**src/rtl/jh_external_single_port_ram.sv**
```systemverilog
// rtl/jh_external_single_port_ram.sv - single-port RAM, shared address, 2-cycle registered read
// Stage 1 captures the address, stage 2 reads the array into dout; writes commit on the edge.
module jh_external_single_port_ram #(
  parameter int DATA_WIDTH = 8,
  parameter int RAM_DEPTH  = 256,
  localparam int ADDR_WIDTH = $clog2(RAM_DEPTH)
) (
  input  logic                  clk,
  input  logic                  rst,
  input  logic [DATA_WIDTH-1:0] din,
  input  logic [ADDR_WIDTH-1:0] addr,
  input  logic                  wr_en,
  output logic [DATA_WIDTH-1:0] dout
);

  // One extra bit so the bound compare also works when RAM_DEPTH is a power of two.
  localparam logic [ADDR_WIDTH:0] DEPTH_LIMIT = (ADDR_WIDTH + 1)'(RAM_DEPTH);

  logic [DATA_WIDTH-1:0] mem_q [RAM_DEPTH] = '{default: '0};

  logic [ADDR_WIDTH-1:0] addr_q, addr_d;
  logic [DATA_WIDTH-1:0] dout_q, dout_d;
  logic                  wr_ok;
  logic                  rd_ok;

  always_comb begin
    wr_ok  = wr_en && !rst && ({1'b0, addr} < DEPTH_LIMIT);
    rd_ok  = {1'b0, addr_q} < DEPTH_LIMIT;
    addr_d = rst ? '0 : addr;
    dout_d = '0;
    // Array read sees only writes from earlier edges, giving read-first ordering.
    if (!rst && rd_ok) begin
      dout_d = mem_q[addr_q];
    end
  end

  always_ff @(posedge clk) begin
    addr_q <= addr_d;
    dout_q <= dout_d;
    if (wr_ok) begin
      mem_q[addr] <= din;
    end
  end

  assign dout = dout_q;

endmodule

```
**config.mk**
```make
export PLATFORM = sky130hd
export DESIGN_NAME = jh_external_single_port_ram
export DESIGN_NICKNAME = d
export VERILOG_FILES = /design/src/rtl/jh_external_single_port_ram.sv
export SDC_FILE = /design/constraint.sdc
export NUM_CORES = 2
export LEC_CHECK = 0
export ABC_AREA = 0
export CORE_MARGIN = 8
export CORE_UTILIZATION = 30
export DETAILED_ROUTE_END_ITERATION = 6
export GPL_ROUTABILITY_DRIVEN = 0
export PLACE_DENSITY = 0.42
export SYNTH_ARGS = -nofsm -noshare
export SYNTH_HDL_FRONTEND = slang
export SYNTH_SLANG_ARGS = --single-unit
```
**constraint.sdc**
```tcl
create_clock -name clk -period 6.8 [get_ports clk]
set_input_delay 0.68 -clock clk [delete_from_list [all_inputs] [get_ports clk]]
set_output_delay 0.68 -clock clk [all_outputs]
set_load 0.01 [all_outputs]
```
Word level (Yosys, flattened, before mapping). Memory sizes are Yosys's and may differ from the RTL's. A register that Yosys moved wholly into a read port is not among the register bits. Index checks and enable logic that the tools add are counted.

Reduce and logical (&&, ||, !) cells: 2. Mux-type cells: 2.

Operators by type and width (number): two-way mux 1 bit (2); logical AND 1 bit (1); zero test 1 bit (1).

Bits in writable memories: 2048. Word-level logic and storage cells: 6. Output and inout port bits: 8. Input bits: 19. Memories: 1. Flip-flop bits (word level): 8.

Memory list: mem_q (depth 256, width 8, rd ports 1, clocked after Yosys merged registers in 1, write ports 1, line 19) `logic [DATA_WIDTH-1:0] mem_q [RAM_DEPTH] = '{default: '0};`.

Longest topological paths before layout.
Word-level depth: 4. Gate-level depth with buffers: 13. Gate-level depth less buffers: 7.

Worst setup path after synthesis. Ideal clock, no wire load.

Path type: input-to-reg. From: input wr_en. To: memory mem_q[112][0], enable pin. Data required time: 6430 ps. Path buffers: 3. Library setup time: 370 ps. Setup slack: 4287 ps. Arrival time: 2142 ps. Cell stages on the path: 6. Cells stage by stage: nor2b_1 -> clkbuf_1 -> buf_1 -> nand3_1 -> clkbuf_1 -> nor2_1.

Longest elaborated chain between the ends: 3.

RTL lines: start, declared (line 12) `input logic wr_en,`; logical AND 1 bit (line 27) `wr_ok = wr_en && !rst && ({1'b0, addr} < DEPTH_LIMIT);`; two-way mux 1 bit (line 40) `if (wr_ok) begin`; two-way mux 1 bit (implied by the code) (line 41) `mem_q[addr] <= din;`; end, declared (line 19).

No other way between the ends.

==> impl_metrics.json <==
{
  "status": "finished, final reports clean",
  "die-height_um": 533.5,
  "drc": 0,
  "ctsResizeCount": 0,
  "power_mw": 27.84,
  "ys_ff_latch": 2064,
  "vias_per_cell": 5.073,
  "crit_type": "register to register",
  "num_io_pins": 27,
  "cts_setup_buffers": 0,
  "antenna_found_initial": 8,
  "yosys.area.top_type": "edfxtp_1",
  "core_area_sq_um": 267200,
  "grt_pass1_vias": 39940,
  "crit_required_ns": 7.59,
  "slew_viol_final": 0,
  "ctsLongestPathBuffers": 4,
  "slowest_delay_ns": 0.94,
  "clock.fmax_ghz": 0.2380,
  "drive_above_1_share_pct": 21.30,
  "h-tree-depth": 4,
  "yosys_warnings": 0,
  "drt-pass1-iter-count": 5,
  "syn2layout_area_growth_pct": 14.47,
  "rsz0062_at_grt": "false",
  "hold_buffers": 0,
  "grt_overflow": 0,
  "setup-tns-final_ns": 0,
  "period_minus_slack_ns": 4.202,
  "root_buffer": "clkbuf_16",
  "fin_area_sq_um": 91960,
  "syn-cell-area_sq_um": 80330,
  "postSynthCellCount": 3871,
  "clk_latency_ns": 0.90,
  "cp.arrival_ns": 4.99,
  "cts.sinks": 2064,
  "synth_top_area_share_pct": 76.55,
  "max-cap-violations": 0,
  "relSlewSlack_pct": 15.48,
  "grt_max_degree": 139,
  "io_buffers": 26,
  "ys_types": 60,
  "hpwl_um": 146100,
  "finalCritPeriodShare_pct": 61.80,
  "cts_tree": "yes",
  "vias": 39170,
  "place_area_sq_um": 84440,
  "nets": 3995,
  "synth-main-ff-cell": "edfxtp_1",
  "track_usage_pct": 16.37,
  "crit_fanout": 54,
  "drt_iter0_markers": 3461,
  "synth_area_leaders": "edfxtp_1, mux4_2, mux2i_1, nor2_1, o221ai_1",
  "row_count": 190,
  "hold-worst-slack_ns": 0.2446,
  "clk_pin_slew_ns": 0.06,
  "start_kind": "register",
  "critPathCaptureType": "register",
  "drtAntennaViolNets": 0,
  "clock_skew_ns": 0.07351,
  "ir_drop_uv": 188.1,
  "hp-class": "input pin to register",
  "max_slew.worst_pin.slew_ns": 1.264,
  "avgSynthCellArea_sq_um": 20.75,
  "power_leakage_nw": 27.31,
  "drt-wirelength-per-cell_um": 31.07,
  "yosysSeqAreaShare_pct": 76.95,
  "synth_fp_nets": 3890,
  "setup_viol": 0,
  "numCtsBuffers": 226,
  "initial_core_util_pct": 30.06,
  "final_hold_viol_count": 0,
  "grt_pass1_wl_um": 332600,
  "die-area_sq_um": 284600,
  "power_density_nw_per_um2": 302.7,
  "slowest_stage": "dfxtp_4",
  "synth_edf_count": 2048,
  "async_reset_ff_share_pct": 0,
  "crit_chain": "nand2b_4, buf_12, o221ai_1, nor3_1, nor4_1, o2111ai_1, o21ai_1",
  "drt-total-wl_um": 239900,
  "dieWidth_um": 533.5
}
## worst paths after layout
kind	from	to	slack [ns]	depth (start not counted)
hold / removal	din[1]	mem_q[155][1]	0.24	1
setup reg to reg	addr_q[2]	dout[3]	2.60	7
hold reg to reg	addr_q[3]	dout[1]	0.77	3
setup / recovery	addr_q[2]	dout[3]	2.60	7
## through the flow
stage	utilization, %	worst slack (ns)	std cells
global placement	31.60	2.077	7300
CTS	34.41	2.720	7716
finish	34.41	2.598	7720
floorplan	-	4.287	3871
global route	34.41	2.655	7718
detailed placement	31.60	2.015	7300
## kinds of logic after synthesis
logic type      synth area share, %
compound gates                3.369
buf+inv                       2.151
flops                         76.95
mux                           14.65
simple gates                  2.883
## sequential cells by signal (all words and copies together), names as in the netlist
register / flops
dout: 8
addr_q: 8
mem_q: 2048
## where the power goes
part	total, mW	internal, mW	leakage, nW	switching [mW]
combinational	1.29	0.412	5.10	0.877
clock	12.5	7.38	3.67	5.12
sequential	14.1	14.0	18.5	0.0489
total	27.8	21.8	27.3	6.05
## cell usage after synthesis, types with 23 or more instances
cell type	number
mux4_2	413
o22ai_1	51
clkbuf_1	108
nor3_1	26
a21oi_1	48
o221ai_1	89
edfxtp_1	2048
nand4_1	23
nand2_1	54
buf_6	30
a22oi_1	75
nand3_1	62
nor2_1	297
o21ai_0	50
mux2i_1	236
buf_2	50
## per-layer routing
metal	part of all wire, %	up-vias	global-route usage, %
met5	0	-	0
met2	47	1156	26.32
met1	45	21260	23.22
met4	2.9	0	4.446
li1	-	16430	-
met3	4.8	320	2.478
## cells in the final DEF (no fill, tap or decap), types with 10 or more instances in the layout
master,netlist,final
a21oi_1,48,48
mux4_2,413,413
clkinv_1,3,41
clkbuf_16,0,228
nand4_1,23,23
or3_1,10,10
clkinvlp_4,0,12
o22ai_1,51,51
o221ai_1,89,89
bufinv_16,0,32
a22oi_1,75,75
nor3_1,26,24
clkbuf_1,108,34
buf_4,15,72
buf_12,20,21
nor2b_1,20,17
mux2i_1,236,236
nor2_1,297,295
clkdlybuf4s50_1,0,18
o21ai_0,50,50
clkinv_2,0,51
nand2_1,54,53
nand3_1,62,57
edfxtp_1,2048,2048
dfxtp_1,16,12
o21ai_1,13,13
## worst max-delay path, delay by kind of cell (launching register included)
| family | cells | cell delay (ns) |
|---|---|---|
| DFF | 1 | 0.94 |
| AOI/OAI and AO/OA | 3 | 1.21 |
| and+or+nand+nor | 3 | 1.46 |
| buffers and inverters | 1 | 0.33 |
## area by class of cell
cell class              count  area, sq um
diodes                      4        10.01
clock buffers             264         5861
clock inverters           152         1645
fillers                 24940       175200
inverters                   4        18.77
multi-input cells        1561        16880
flip-flops and latches   2064        61830
well taps                3552         4444
repair buffers            119         1261
Power figures use the tool's default switching activity.
